### src/rtl/mux_rr_nto1.sv
// Registered N-to-1 multiplexer with built-in round-robin / fixed-priority
// arbitration and valid/ready handshakes on every input and on the output.
module mux_rr_nto1 #(
    parameter  int WIDTH   = 64,
    parameter  int NCH     = 4,
    parameter  int RR_MODE = 1,
    localparam int SW      = $clog2(NCH)
) (
    input  logic                 clk,
    input  logic                 rst_n,
    input  logic [NCH-1:0]       in_valid,
    input  logic [NCH*WIDTH-1:0] in_data,
    output logic [NCH-1:0]       in_ready,
    output logic                 out_valid,
    output logic [WIDTH-1:0]     out_data,
    output logic [SW-1:0]        out_src,
    input  logic                 out_ready
);

    logic             r_out_valid;
    logic [WIDTH-1:0] r_out_data;
    logic [SW-1:0]    r_out_src;
    logic [SW-1:0]    r_ptr;

    logic [NCH-1:0]   w_grant;
    logic [SW-1:0]    w_gidx;
    logic             w_load_en;
    logic             w_xfer;
    logic [WIDTH-1:0] w_sel_data;
    logic [SW-1:0]    w_ptr_next;

    // Grant search: first valid channel at or after the pointer, with wrap
    always_comb begin : p_grant
        int          v_sum;
        logic [SW-1:0] v_idx;
        logic        v_found;
        w_grant = {NCH{1'b0}};
        w_gidx  = {SW{1'b0}};
        v_found = 1'b0;
        v_sum   = 0;
        v_idx   = {SW{1'b0}};
        for (int k = 0; k < NCH; k++) begin
            if (RR_MODE != 0) begin
                v_sum = int'(r_ptr) + k;
            end else begin
                v_sum = k;
            end
            v_idx = SW'(v_sum % NCH);
            if (!v_found && in_valid[v_idx]) begin
                v_found        = 1'b1;
                w_grant[v_idx] = 1'b1;
                w_gidx         = v_idx;
            end else begin
                v_found = v_found;
            end
        end
    end

    // Handshake qualification and selected-channel data
    always_comb begin
        w_load_en  = ~r_out_valid | out_ready;
        w_sel_data = in_data[w_gidx*WIDTH +: WIDTH];
        if (rst_n) begin
            in_ready = w_grant & {NCH{w_load_en}};
        end else begin
            in_ready = {NCH{1'b0}};
        end
        w_xfer = |(in_valid & in_ready);
        if (w_gidx == SW'(NCH - 1)) begin
            w_ptr_next = {SW{1'b0}};
        end else begin
            w_ptr_next = w_gidx + SW'(1);
        end
    end

    // Output register and round-robin pointer
    always_ff @(posedge clk) begin
        if (!rst_n) begin
            r_out_valid <= 1'b0;
            r_out_data  <= {WIDTH{1'b0}};
            r_out_src   <= {SW{1'b0}};
            r_ptr       <= {SW{1'b0}};
        end else if (w_xfer) begin
            r_out_valid <= 1'b1;
            r_out_data  <= w_sel_data;
            r_out_src   <= w_gidx;
            r_ptr       <= (RR_MODE != 0) ? w_ptr_next : {SW{1'b0}};
        end else if (out_ready) begin
            // Drained with nothing new: data and source keep their last value
            r_out_valid <= 1'b0;
        end else begin
            r_out_valid <= r_out_valid;
        end
    end

    assign out_valid = r_out_valid;
    assign out_data  = r_out_data;
    assign out_src   = r_out_src;

endmodule

### config.mk
export PLATFORM = sky130hd
export DESIGN_NAME = mux_rr_nto1
export DESIGN_NICKNAME = d
export VERILOG_FILES = /design/src/rtl/mux_rr_nto1.sv
export SDC_FILE = /design/constraint.sdc
export NUM_CORES = 1
export LEC_CHECK = 0
export ABC_AREA = 1
export CORE_MARGIN = 8
export CORE_UTILIZATION = 39
export CTS_CLUSTER_DIAMETER = 40
export DETAILED_ROUTE_END_ITERATION = 10
export PLACE_DENSITY = 0.82
export SYNTH_ARGS = -nofsm -noshare
export SYNTH_HDL_FRONTEND = slang
export SYNTH_SLANG_ARGS = --single-unit
### constraint.sdc
create_clock -name clk -period 3.2 [get_ports clk]
set_input_delay 0.8 -clock clk [delete_from_list [all_inputs] [get_ports clk]]
set_output_delay 0.8 -clock clk [all_outputs]
set_load 0.005 [all_outputs]
Yosys cells after proc, flatten, opt, wreduce, memory -nomap -nowiden:

Index checks and enable logic that the tools add are counted.

* bitwise operators: 7
* divide/modulo/power cells: 0
* equality and inequality tests: 1
* shifts and indexed selects: 1
* reductions and logical operators: 12
* $mul: 0
* $lt $le $gt $ge: 8
* muxes and demuxes: 31
* add/sub/neg operators: 4

Operator list (count)
* $shiftx 256x9->64: 1
* $mux 4: 5
* $mux 1: 13
* $lt 2x3->1 const B: 4
* $or 4x4->4: 3
* $mux 2: 5
* $and 4x4->4: 2
* $bmux 1 s2: 4
* $demux 1 s2: 4
* $ge 2x1->1 const B: 4
* $logic_and 1x1->1: 7
* $add 2x1->2 const B: 2
* $add 2x2->2 const B: 2
* $reduce_or 4->1: 1
* $logic_not 1->1: 3
* $eq 2x2->1 const B: 1
* $reduce_bool 2->1: 1
* $not 1->1: 1
* $or 1x1->1: 1

* latch bits: 0
* RAM bits: 0
* output and inout port bits: 71
* memories kept: 0
* logic and storage cells: 68
* register bits after elaboration: 69
* input bits: 263
* ROM bits: 0

Depth between registers and ports, before layout:

Gate-level depths: netlist (run 1).

* word-level depth: 17
* gate-level depth with buffers: 17
* gate-level depth less buffers: 15

Least setup slack after synthesis (run 1):

No wires, ideal clock.

* path type: reg-to-output
* start: register (tool-made name)
* end: output port in_ready[1]
* arrival: 1702 ps
* path slack: 698 ps
* required time: 2400 ps
* stages on the path, launching flop included: 12
* path buffers: 1
* cell sequence: dfxtp_1 inv_2 ha_1 inv_1 nand2_1 nand2_1 nor2_1 buf_4 nand4_1 nand3_1 nand2_1 inv_1

RTL lines
* end, declared: RTL line 13 `output logic [NCH-1:0] in_ready,`

Final worst setup path (run 1):

* start: input port in_valid[3]
* end: output port in_ready[1]

* word-level cells in the longest chain between the ends: 14
* elaborated cells between the ends (all ways): 26
* classes of those cells: mux (16); bitwise (4); reduce/logical (6)

RTL lines
* start, declared: RTL line 11 `input logic [NCH-1:0] in_valid,`
* $bmux 1 s2: RTL line 49 `if (!v_found && in_valid[v_idx]) begin`
* $mux 1 (not written as such): RTL line 49
* $mux 1: RTL line 49
* $logic_not 1->1: RTL line 49
* $logic_and 1x1->1: RTL line 49
* $mux 1: RTL line 49
* $logic_not 1->1: RTL line 49
* $logic_and 1x1->1: RTL line 49
* $mux 1: RTL line 49
* $logic_not 1->1: RTL line 49
* $logic_and 1x1->1: RTL line 49
* $mux 4 *: RTL line 49
* $and 4x4->4 *: RTL line 64 `in_ready = w_grant & {NCH{w_load_en}};`
* $mux 4 *: RTL line 63 `if (rst_n) begin`

Every way passes the cells marked *; elsewhere a longest branch is shown, timed or not. The select of a mux whose other input is x is not followed.

==> results of run 1 <==
-- power breakdown --
group / total, mW / internal, mW / leakage (nW) / switching (mW)
clock: 0.995 / 0.602 / 0.138 / 0.393
sequential: 1.32 / 1.18 / 0.568 / 0.148
combinational: 6.90 / 2.94 / 4.06 / 3.96
-- sequential cells by signal, summed over array words and instances (netlist names), named ones only --
name	count
out_src	2
r_ptr	1
out_data	64
out_valid	1
-- cell families (layout without fill, tap and decap cells) --
kind of cell    Yosys count  count (layout)  share of synthesized area, %
xor+xnor                  1               1                         0.151
buf+inv                 265             587                          19.4
fa+ha+maj                 8               8                          1.72
flops                    69              69                          23.8
simple gates            550             550                          39.1
compound gates          129             129                          15.9
-- what timing repair did --
| action | CTS | global route |
|---|---|---|
| pin swaps | 5 | 2 |
| resized for setup | 23 | 4 |
| buffers inserted | 4 | 0 |
| endpoints found under the setup margin | 4 | 2 |
| cloned | 1 | 0 |
-- worst paths after layout --
kind | startpoint | end | slack (ps)
max | in_valid[3] | in_ready[1] | 100
min | out_src[0]$_SDFFE_PN0P_ | out_src[0]$_SDFFE_PN0P_ | 470
max reg2reg | r_ptr[1]$_SDFFE_PN0P_ | out_data[62]$_SDFFE_PN0P_ | 460
min reg2reg | out_src[0]$_SDFFE_PN0P_ | out_src[0]$_SDFFE_PN0P_ | 470
-- layer usage --
| layer | up-vias | global-route usage [%] | share of wire [%] |
|---|---|---|---|
| met5 | - | 0 | 0 |
| met4 | 0 | 6.92 | 1.9 |
| li1 | 3779 | - | - |
| met1 | 3200 | 25.6 | 39 |
| met3 | 27 | 6.95 | 6.5 |
| met2 | 205 | 42.4 | 53 |
-- Yosys cell counts --
master	n	area, um2
sky130_fd_sc_hd__a21boi_0	4	30.0
sky130_fd_sc_hd__a21oi_1	6	30.0
sky130_fd_sc_hd__buf_1	1	3.75
sky130_fd_sc_hd__buf_2	34	170
sky130_fd_sc_hd__buf_4	16	120
sky130_fd_sc_hd__buf_6	4	45.0
sky130_fd_sc_hd__clkbuf_1	10	37.5
sky130_fd_sc_hd__dfxtp_1	69	1380
sky130_fd_sc_hd__ha_1	8	100
sky130_fd_sc_hd__inv_1	199	747
sky130_fd_sc_hd__inv_2	1	3.75
sky130_fd_sc_hd__nand2_1	334	1250
sky130_fd_sc_hd__nand2_2	1	6.26
sky130_fd_sc_hd__nand2_4	1	11.3
sky130_fd_sc_hd__nand3_1	39	195
sky130_fd_sc_hd__nand3_2	3	30.0
sky130_fd_sc_hd__nand3b_1	24	180
sky130_fd_sc_hd__nand4_1	4	25.0
sky130_fd_sc_hd__nand4_4	1	21.3
sky130_fd_sc_hd__nor2_1	141	529
sky130_fd_sc_hd__nor2_2	1	6.26
sky130_fd_sc_hd__nor2_4	1	11.3
sky130_fd_sc_hd__o211ai_1	104	781
sky130_fd_sc_hd__o21a_1	1	7.51
sky130_fd_sc_hd__o21ai_0	13	65.1
sky130_fd_sc_hd__o21bai_1	1	7.51
sky130_fd_sc_hd__xor2_1	1	8.76
-- worst max-delay path, cell delays in order --
cell                            delay, ps
sky130_fd_sc_hd__dlygate4sd2_1        260
sky130_fd_sc_hd__inv_1                 50
sky130_fd_sc_hd__nand2_1               80
sky130_fd_sc_hd__nand3_2              110
sky130_fd_sc_hd__nand2_4              120
sky130_fd_sc_hd__nor2_4                40
sky130_fd_sc_hd__buf_4                120
sky130_fd_sc_hd__buf_6                120
sky130_fd_sc_hd__nand3_1              100
sky130_fd_sc_hd__nand3_2              120
sky130_fd_sc_hd__nand2_1               80
sky130_fd_sc_hd__inv_1                 30
sky130_fd_sc_hd__dlygate4sd2_1        250
-- area by class of cell --
class	count	area [um2]	area share [%]
clock buffers	10	229	2.34
clock inverters	6	63.8	0.651
inverters	200	751	7.66
multi-input cells	688	3390	34.6
flip-flops and latches	69	1380	14.1
well taps	184	230	2.35
repair buffers	371	3750	38.3
-- cells in the final DEF (no fill, tap or decap), types with 2 or more instances in the layout --
cell	n
sky130_fd_sc_hd__buf_12	11
sky130_fd_sc_hd__buf_6	2
sky130_fd_sc_hd__nor2_4	4
sky130_fd_sc_hd__buf_4	25
sky130_fd_sc_hd__clkinvlp_4	2
sky130_fd_sc_hd__nor2_2	2
sky130_fd_sc_hd__o21ai_0	13
sky130_fd_sc_hd__inv_2	2
sky130_fd_sc_hd__clkbuf_16	9
sky130_fd_sc_hd__dlygate4sd2_1	7
sky130_fd_sc_hd__nand3_1	35
sky130_fd_sc_hd__a21oi_1	6
sky130_fd_sc_hd__clkdlybuf4s50_1	324
sky130_fd_sc_hd__nand4_1	4
sky130_fd_sc_hd__inv_1	198
sky130_fd_sc_hd__dfxtp_1	69
sky130_fd_sc_hd__nor2_1	137
sky130_fd_sc_hd__a21boi_0	2
sky130_fd_sc_hd__nand3_2	7
sky130_fd_sc_hd__nand2_1	331
sky130_fd_sc_hd__clkinv_2	2
sky130_fd_sc_hd__o211ai_1	104
sky130_fd_sc_hd__nand3b_1	24
sky130_fd_sc_hd__a21boi_1	2
sky130_fd_sc_hd__ha_1	7
sky130_fd_sc_hd__nand2_2	3
==> summary.md, run 1 <==
| Metric | Value |
|---|---|
| Share of layout cells above drive strength 1 | 5.73% |
| Layout Utilization | 67.4% |
| Non-Filler Instances | 1528 |
| Nets in the synthesized netlist | 1293 |
| PnR Total Power | 9.22 mW |
| Share of the yosys chip area belonging to registers | 23.8% |
| Final Hold Viols | 0 |
| Final HPWL DP | 18300 um |
| Final Routed Wirelength | 23300 um |
| Maximum ir drop on the vdd rail | 680 uV |
| Setup WS post-layout | 101 ps |
| Iter 0 DRT Violations | 485 |
| Net total in the final layout | 1610 |
| Total of flip-flops plus latches after synthesis | 69 |
| Setup TNS | 0 ps |
| Worst hold path cell count | 2 |
| Layout filler cell count | 1330 |
| Hold WC Path Type | register to register |
| Power Dens Cells | 941 mW/mm2 |
| Transition at the pin with the smallest max-transition slack | 692 ps |
| Worst R2R Path Depth | 19 |
| H-tree depth reported by CTS | 3 |
| Worst-case clock skew | 3.83 ps |
| Via total after detailed routing | 7211 |
| Antenna Cells | 0 |
| Cell row count | 44 |
| Final setup fails | 0 |
| Drt drc | 0 |
| Share of the clock period used by the worst path after layout | 96.9% |
| Status | finished clean |
| Overall routing resource usage | 23.4% |
| Time the worst path needs with I/O delays and setup | 3100 ps |
| Critical setup path kind | primary input to output pin |
| Count of input and output buffers | 333 |
| Area of placed instances | 0.00941 mm2 |
| Per-instance average area after synthesis | 5.68 um2 |
| Number of buffers added to fix hold violations after cts | 0 |
| Top Ports | 334 |
| Final instance area | 0.00980 mm2 |
| Number of different library cells in the post-synthesis netlist | 27 |
| Overall die height | 138 um |
| Element type at the critical path end | output pin |
| Root buffer cell | sky130_fd_sc_hd__clkbuf_16 |
| Cell count after synthesis | 1022 |
| Clock-pin slew of the registers on the worst-case setup and hold paths | 60 ps |
| Clk sinks | 69 |
| Startpoint kind of the worst setup timing path | primary input |
| Required @ worst endpoint | 2400 ps |
| Post-place setup slack | -281 ps |
| Yosys warns | 0 |
| Crit path DAT | 2300 ps |
| Vias in the first global route | 6735 |
| Drt pass-1 iters | 5 |
| Clock latency at the later pin of the worst-skew pair | 340 ps |
| Starting Density | 40.0% |
| Unrepaired setup endpoints after global routing | false |
| Clock tree from TritonCTS | yes |
| Inst Count DP | 1507 |
| First-pass GRT wire length | 36400 um |
| Core ar. | 0.0145 mm2 |
| Worst max-slew margin expressed relative to the limit | 53.9% |
| Total overflow reported by the global router | 0 |
| Pleak | 4.77 nW |
| Synth Cell Area | 0.00581 mm2 |
| Average wire length per cell after detail routing | 15.3 um |
| Antenna violations before repair | 0 |
| Floorplan die area | 0.0191 mm2 |
| ANT nets after route | 0 |
| Post-Route Hold Slack | 467 ps |
| Detail-routed via count per cell | 4.72 |
| Max cap viols | 0 |
| Synthesis-to-layout area growth | 68.7% |
| CTS buffer count | 9 |
| Slew Viols, Final | 0 |
| Buffer levels on the longest clock path | 2 |
| Achievable frequency | 323 MHz |
| Crit-path max FO | 5 |
| Routability cong. | 0.848 |
| Chip Width | 138 um |
| Maximum number of pins on one net before global-route repair | 66 |
No activity file was read; power rests on OpenSTA's default activity.
==> run 2, diff against run 1 <==
Settings changed: CORE_UTILIZATION 39 to 35, MAX_ROUTING_LAYER set to met4, PLACE_DENSITY 0.82 to 0.78.
Clock period 3.2 ns to 2.8 ns, I/O delays scaled along.
==> run 2 against run 1 <==
Against the previous run: core utilization decreased by 1.7 points; sequential cell count unchanged; critical path depth unchanged; first-iteration DRC count decreased by 4.5%; global-route usage decreased by 0.80 points; power increased by 45%; setup slack improved by 14 ps; final cell count increased by 5.7%; via count increased by 5.3%; worst hold slack improved by 2.0 ps; sequential share of layout area decreased by 1.3 points; critical path type is now register to output pin; critical endpoint unchanged; largest cell class unchanged.
==> summary.md, run 2 (synthesized netlist as in run 1, its figures left out) <==
| Metric | Value |
|---|---|
| Antenna violations before repair | 0 |
| Clock-pin slew of the registers on the worst-case setup and hold paths | 60 ps |
| Via total after detailed routing | 7594 |
| ANT nets after route | 0 |
| Layout filler cell count | 1421 |
| Final Hold Viols | 0 |
| GRT Max-Usage Layer | met2 |
| Met1 track demand over resource in global routing | 25.3% |
| Drt drc | 0 |
| Setup TNS | 0 ps |
| Detail-routed via count per cell | 4.70 |
| Worst max-slew margin expressed relative to the limit | 53.0% |
| Area of placed instances | 0.00951 mm2 |
| Core ar. | 0.0164 mm2 |
| Iter 0 DRT Violations | 463 |
| Critical setup path kind | register to output pin |
| Maximum number of pins on one net before global-route repair | 66 |
| Average wire length per cell after detail routing | 16.2 um |
| Register-to-register setup slack | 160 ps |
| Power Dens Cells | 1240 mW/mm2 |
| Chip Width | 145 um |
| Final HPWL DP | 18000 um |
| Required @ worst endpoint | 2100 ps |
| Clk sinks | 69 |
| Multi-input combinational cell area | 0.00347 mm2 |
| Worst-case clock skew | 6.51 ps |
| PnR Total Power | 13.4 mW |
| Synthesis-to-layout area growth | 85.5% |
| Count of input and output buffers | 333 |
| First-pass GRT wire length | 35700 um |
| Reg-to-Reg End | out_data[35]$_SDFFE_PN0P_ |
| Total overflow reported by the global router | 0 |
| Starting Density | 35.4% |
| Area taken by flip-flops and latches | 0.00138 mm2 |
| Endpoint of the most critical setup path | in_ready[1] |
| Overall die height | 145 um |
| Maximum ir drop on the vdd rail | 537 uV |
| Slowest stage cell, crit path | sky130_fd_sc_hd__dfxtp_2 |
| Overall routing resource usage | 22.6% |
| Max cap viols | 0 |
| Met3 capacity usage during global routing | 5.61% |
| Post-Route Hold Slack | 469 ps |
| Status | finished clean |
| H-tree depth reported by CTS | 3 |
| Cell row count | 47 |
| Slew Viols, Final | 0 |
| Final Routed Wirelength | 26200 um |
| Drt pass-1 iters | 5 |
| M2 GR Usage | 38.4% |
| Top Ports | 334 |
| Net total in the final layout | 1661 |
| Achievable frequency | 372 MHz |
| Floorplan die area | 0.0210 mm2 |
| Routability cong. | 0.889 |
| Share of the clock period used by the worst path after layout | 95.9% |
| Startpoint kind of the worst setup timing path | register |
| Crit path DAT | 1990 ps |
| Final setup fails | 0 |
| Highest cell delay on the worst timing path | 340 ps |
| Layout Utilization | 65.7% |
| Crit-path max FO | 5 |
| Buffer levels on the longest clock path | 2 |
| Clock tree from TritonCTS | yes |
| Hold WC Path Type | register to register |
| Worst R2R Path Depth | 17 |
| Clock latency at the later pin of the worst-skew pair | 340 ps |
| CTS buffer count | 9 |
| Most common cell after layout, fill and taps aside | sky130_fd_sc_hd__clkdlybuf4s50_1 |
| Share of layout cells above drive strength 1 | 11.0% |
| Max reg flops | 64 |
| Transition at the pin with the smallest max-transition slack | 706 ps |
| Antenna Cells | 0 |
| Commonest non-fill, non-tap cells in the layout | sky130_fd_sc_hd__clkdlybuf4s50_1, sky130_fd_sc_hd__nand2_1, sky130_fd_sc_hd__inv_1, sky130_fd_sc_hd__nor2_1, sky130_fd_sc_hd__o211ai_1 |
| Time the worst path needs with I/O delays and setup | 2690 ps |
| Root buffer cell | sky130_fd_sc_hd__clkbuf_16 |
| Final instance area | 0.0108 mm2 |
| Vias in the first global route | 6934 |
| CP cell instances | inv_2 > ha_4 > inv_2 > nand2_1 > nand2_2 > nor2_4 > buf_6 > buf_4 > nand4_1 > nand3_2 > nand2_1 > inv_1 > clkbuf_2 |
| Unrepaired setup endpoints after global routing | false |
| Element type at the critical path end | output pin |
| Pleak | 5.21 nW |
-- run 2: changes by cell type in the layout (fill, tap and decap cells not counted), sizes merged --
cell           previous run  this run
clkdlybuf4s15             0         2
bufinv                    1         2
clkbuf                   10        28
dlygate4sd2               7         0
buf                      39        78
dlymetal6s2s              1         0
clkinvlp                  2         1
-- run 2: power breakdown --
group | internal, mW | switching [mW] | leakage, nW | total, mW
Sequential | 1.35 | 0.173 | 0.569 | 1.52
Combinational | 5.18 | 5.47 | 4.48 | 10.6
Clock | 0.802 | 0.443 | 0.158 | 1.24
Total | 7.33 | 6.08 | 5.21 | 13.4
-- run 2: worst min-delay path by stage --
stage                                      to                      start  cells past startpoint
global route          out_src[1]$_SDFFE_PN0P_    out_src[1]$_SDFFE_PN0P_                      2
global placement      out_src[0]$_SDFFE_PN0P_    out_src[0]$_SDFFE_PN0P_                      2
floorplan             out_src[0]$_SDFFE_PN0P_    out_src[0]$_SDFFE_PN0P_                      2
CTS                 out_data[42]$_SDFFE_PN0P_  out_data[42]$_SDFFE_PN0P_                      2
detailed placement    out_src[0]$_SDFFE_PN0P_    out_src[0]$_SDFFE_PN0P_                      2
finish              out_data[42]$_SDFFE_PN0P_  out_data[42]$_SDFFE_PN0P_                      2
-- run 2: per-stage QoR --
stage	std cells	setup WS, ps
after floorplan	1022	373
after global placement	1551	-472
after detailed placement	1551	-503
after CTS	1595	-10.6
after global routing	1615	27.1
final	1615	114
-- run 2: area by class of cell --
type | count | area share [%]
clock buffer | 10 | 2.22
tap | 220 | 2.55
timing repair buffer | 422 | 42.4
sequential | 69 | 12.8
clock inverter | 6 | 0.801
multi-input combinational | 688 | 32.2
inverter | 200 | 6.97
-- run 2: critical path: cells and delay by family, from the launching register on --
family	cells	cell delay, ps
buf+inv	6	500
simple gates	6	520
fa+ha+maj	1	300
flops	1	340
-- run 2: routing by layer --
layer	up-vias	wire, um
met2	274	13100
li1	3888	-
met3	33	1990
met1	3399	10600
met4	0	567
met5	-	0
-- run 2: timing repair --
item,4_1_cts,5_1_grt
cloned,5,15
setup endpoints to repair,10,69
pin swaps,20,38
setup buffers,23,11
hold buffers,0,0
resized for setup,45,52
==> run 3, diff against run 2 <==
Settings changed: PLACE_DENSITY 0.78 to 0.86.
==> run 3 against run 2 <==
Against the previous run: maximum frequency is 0.35% lower; clock skew hardly changed; critical path depth stayed put; global-route usage is 1.5 points lower; setup slack worse by 9.4 ps; non-clock buffer count is 23 lower; via count is 3.0% lower; wire length is 8.7% lower; register-to-register slack worse by 30 ps; clock power hardly changed; combinational power is 14% lower; largest cell class unchanged; highest routed layer unchanged.
==> summary.md, run 3 (synthesized netlist as in run 1, its figures left out) <==
| Metric | Value |
|---|---|
| Starting Density | 35.4% |
| Startpoint kind of the worst setup timing path | register |
| Met3 capacity usage during global routing | 6.07% |
| Max reg flops | 64 |
| Drt pass-1 iters | 5 |
| First-pass GRT wire length | 33700 um |
| Final Routed Wirelength | 24000 um |
| Worst R2R Path Depth | 18 |
| Floorplan die area | 0.0210 mm2 |
| Layout Utilization | 62.8% |
| Synthesis-to-layout area growth | 77.3% |
| Routability cong. | 0.894 |
| Required @ worst endpoint | 2100 ps |
| Detail-routed via count per cell | 4.62 |
| Delay-heaviest family, CP | buffers and inverters |
| Share of layout cells above drive strength 1 | 8.81% |
| CTS buffer count | 9 |
| Transition at the pin with the smallest max-transition slack | 725 ps |
| Status | finished clean |
| Average wire length per cell after detail routing | 15.0 um |
| Clock-pin slew of the registers on the worst-case setup and hold paths | 60 ps |
| Power Dens Cells | 1150 mW/mm2 |
| Buf/Inv on CP | 6 |
| Post-Route Hold Slack | 467 ps |
| Overall die height | 145 um |
| Met1 track demand over resource in global routing | 22.6% |
| Antenna Cells | 0 |
| M2 GR Usage | 36.8% |
| Hold WC Path Type | register to register |
| Share of the clock period used by the worst path after layout | 96.3% |
| Pleak | 4.99 nW |
| Clk sinks | 69 |
| Total overflow reported by the global router | 0 |
| Final setup fails | 0 |
| Clock latency at the later pin of the worst-skew pair | 340 ps |
| Buffer levels on the longest clock path | 2 |
| Maximum number of pins on one net before global-route repair | 66 |
| Count of input and output buffers | 333 |
| Worst hold path cell count | 2 |
| Cell depth of the worst setup path | 13 |
| Overall routing resource usage | 21.0% |
| ANT nets after route | 0 |
| Antenna violations before repair | 0 |
| Worst-case clock skew | 6.47 ps |
| Crit-path max FO | 5 |
| GRT Max-Usage Layer | met2 |
| Critical setup path kind | register to output pin |
| H-tree depth reported by CTS | 3 |
| Crit path DAT | 2000 ps |
| Slowest stage cell, crit path | sky130_fd_sc_hd__dfxtp_2 |
| Final HPWL DP | 18000 um |
| Clock tree from TritonCTS | yes |
| Highest cell delay on the worst timing path | 330 ps |
| Maximum ir drop on the vdd rail | 620 uV |
| Element type at the critical path end | output pin |
| Vias in the first global route | 6797 |
| Cell row count | 47 |
| Max cap viols | 0 |
| Most common cell after layout, fill and taps aside | sky130_fd_sc_hd__nand2_1 |
| Time the worst path needs with I/O delays and setup | 2700 ps |
| Slew Viols, Final | 0 |
| Worst max-slew margin expressed relative to the limit | 51.7% |
| Top Ports | 334 |
| Final Hold Viols | 0 |
| Via total after detailed routing | 7369 |
| Setup TNS | 0 ps |
| Core ar. | 0.0164 mm2 |
| Root buffer cell | sky130_fd_sc_hd__clkbuf_16 |
| Achievable frequency | 371 MHz |
| CP cell instances | inv_2 > ha_4 > inv_2 > nand2_1 > nand2_2 > nor2_4 > buf_4 > buf_6 > nand3_1 > nand3_2 > nand2_1 > inv_1 > clkdlybuf4s15_1 |
| Drt drc | 0 |
| Iter 0 DRT Violations | 302 |
| Net total in the final layout | 1640 |
| Commonest non-fill, non-tap cells in the layout | sky130_fd_sc_hd__nand2_1, sky130_fd_sc_hd__clkdlybuf4s50_1, sky130_fd_sc_hd__inv_1, sky130_fd_sc_hd__nor2_1, sky130_fd_sc_hd__o211ai_1 |
| Chip Width | 145 um |
run 3: cell types whose count changed in the layout (fill, tap and decap cells not counted), moves of 2 or more:
cell                            before  now
sky130_fd_sc_hd__buf_16              9    4
sky130_fd_sc_hd__buf_2               3    1
sky130_fd_sc_hd__buf_4              44   42
sky130_fd_sc_hd__buf_6              10    5
sky130_fd_sc_hd__clkbuf_16          23   14
sky130_fd_sc_hd__dlygate4sd2_1       0    3
sky130_fd_sc_hd__nand2_1           321  331
sky130_fd_sc_hd__nand2_2             9    3
sky130_fd_sc_hd__nand2_4             5    2
sky130_fd_sc_hd__o21ai_0            11   13
sky130_fd_sc_hd__o21ai_1             2    0
run 3: worst paths after layout:
kind / to / from / slack (ps)
max: in_ready[3] / register / 100
min: out_src[1]$_SDFFE_PN0P_ / out_src[1]$_SDFFE_PN0P_ / 470
max reg2reg: out_data[21]$_SDFFE_PN0P_ / register / 130
min reg2reg: out_src[1]$_SDFFE_PN0P_ / out_src[1]$_SDFFE_PN0P_ / 470
run 3: tightest hold or removal path, cell delays in order, from the launching register on:
cell and delay [ps]:
sky130_fd_sc_hd__dfxtp_1 310, sky130_fd_sc_hd__nand2_1 60, sky130_fd_sc_hd__a21oi_1 50
run 3: final cells by class:
cell class	instances	area, um2
clock buffer	10	239
clock inverter	6	86.3
fill	1467	6110
inverter	200	751
multi-input combinational	690	3450
sequential	69	1380
tap	220	275
timing repair buffer	399	4110
run 3: routing by layer:
metal	wire length, um	vias to the layer above	part of all wire [%]
met5	0	-	0
met2	12400	207	52
li1	-	3831	-
met3	1660	33	6.9
met1	9380	3298	39
met4	512	0	2.1
run 3: what timing repair did:
item	CTS	global route
pin swaps	8	18
gates cloned	1	7
setup endpoints to repair	14	68
hold buffers	0	0
resized for setup	31	31
buffers inserted	6	7
run 3: stage by stage:
| step | total power [mW] | instances | area, um2 | setup WS, ps |
|---|---|---|---|---|
| finish | 11.8 | 1594 | 10300 | 105 |
| global route | 12.9 | 1594 | 10300 | -18.7 |
| CTS | 11.1 | 1581 | 10000 | 1.49 |
| detailed placement | 9.61 | 1558 | 9580 | -500 |
| global placement | 9.50 | 1558 | 9580 | -513 |
| floorplan | 6.65 | 1022 | 5810 | 373 |
run 3: where the power goes:
part / internal (mW) / switching (mW) / total (mW)
Sequential: 1.34 / 0.166 / 1.51
Combinational: 4.15 / 4.92 / 9.07
Clock: 0.802 / 0.443 / 1.24
Total: 6.30 / 5.53 / 11.8
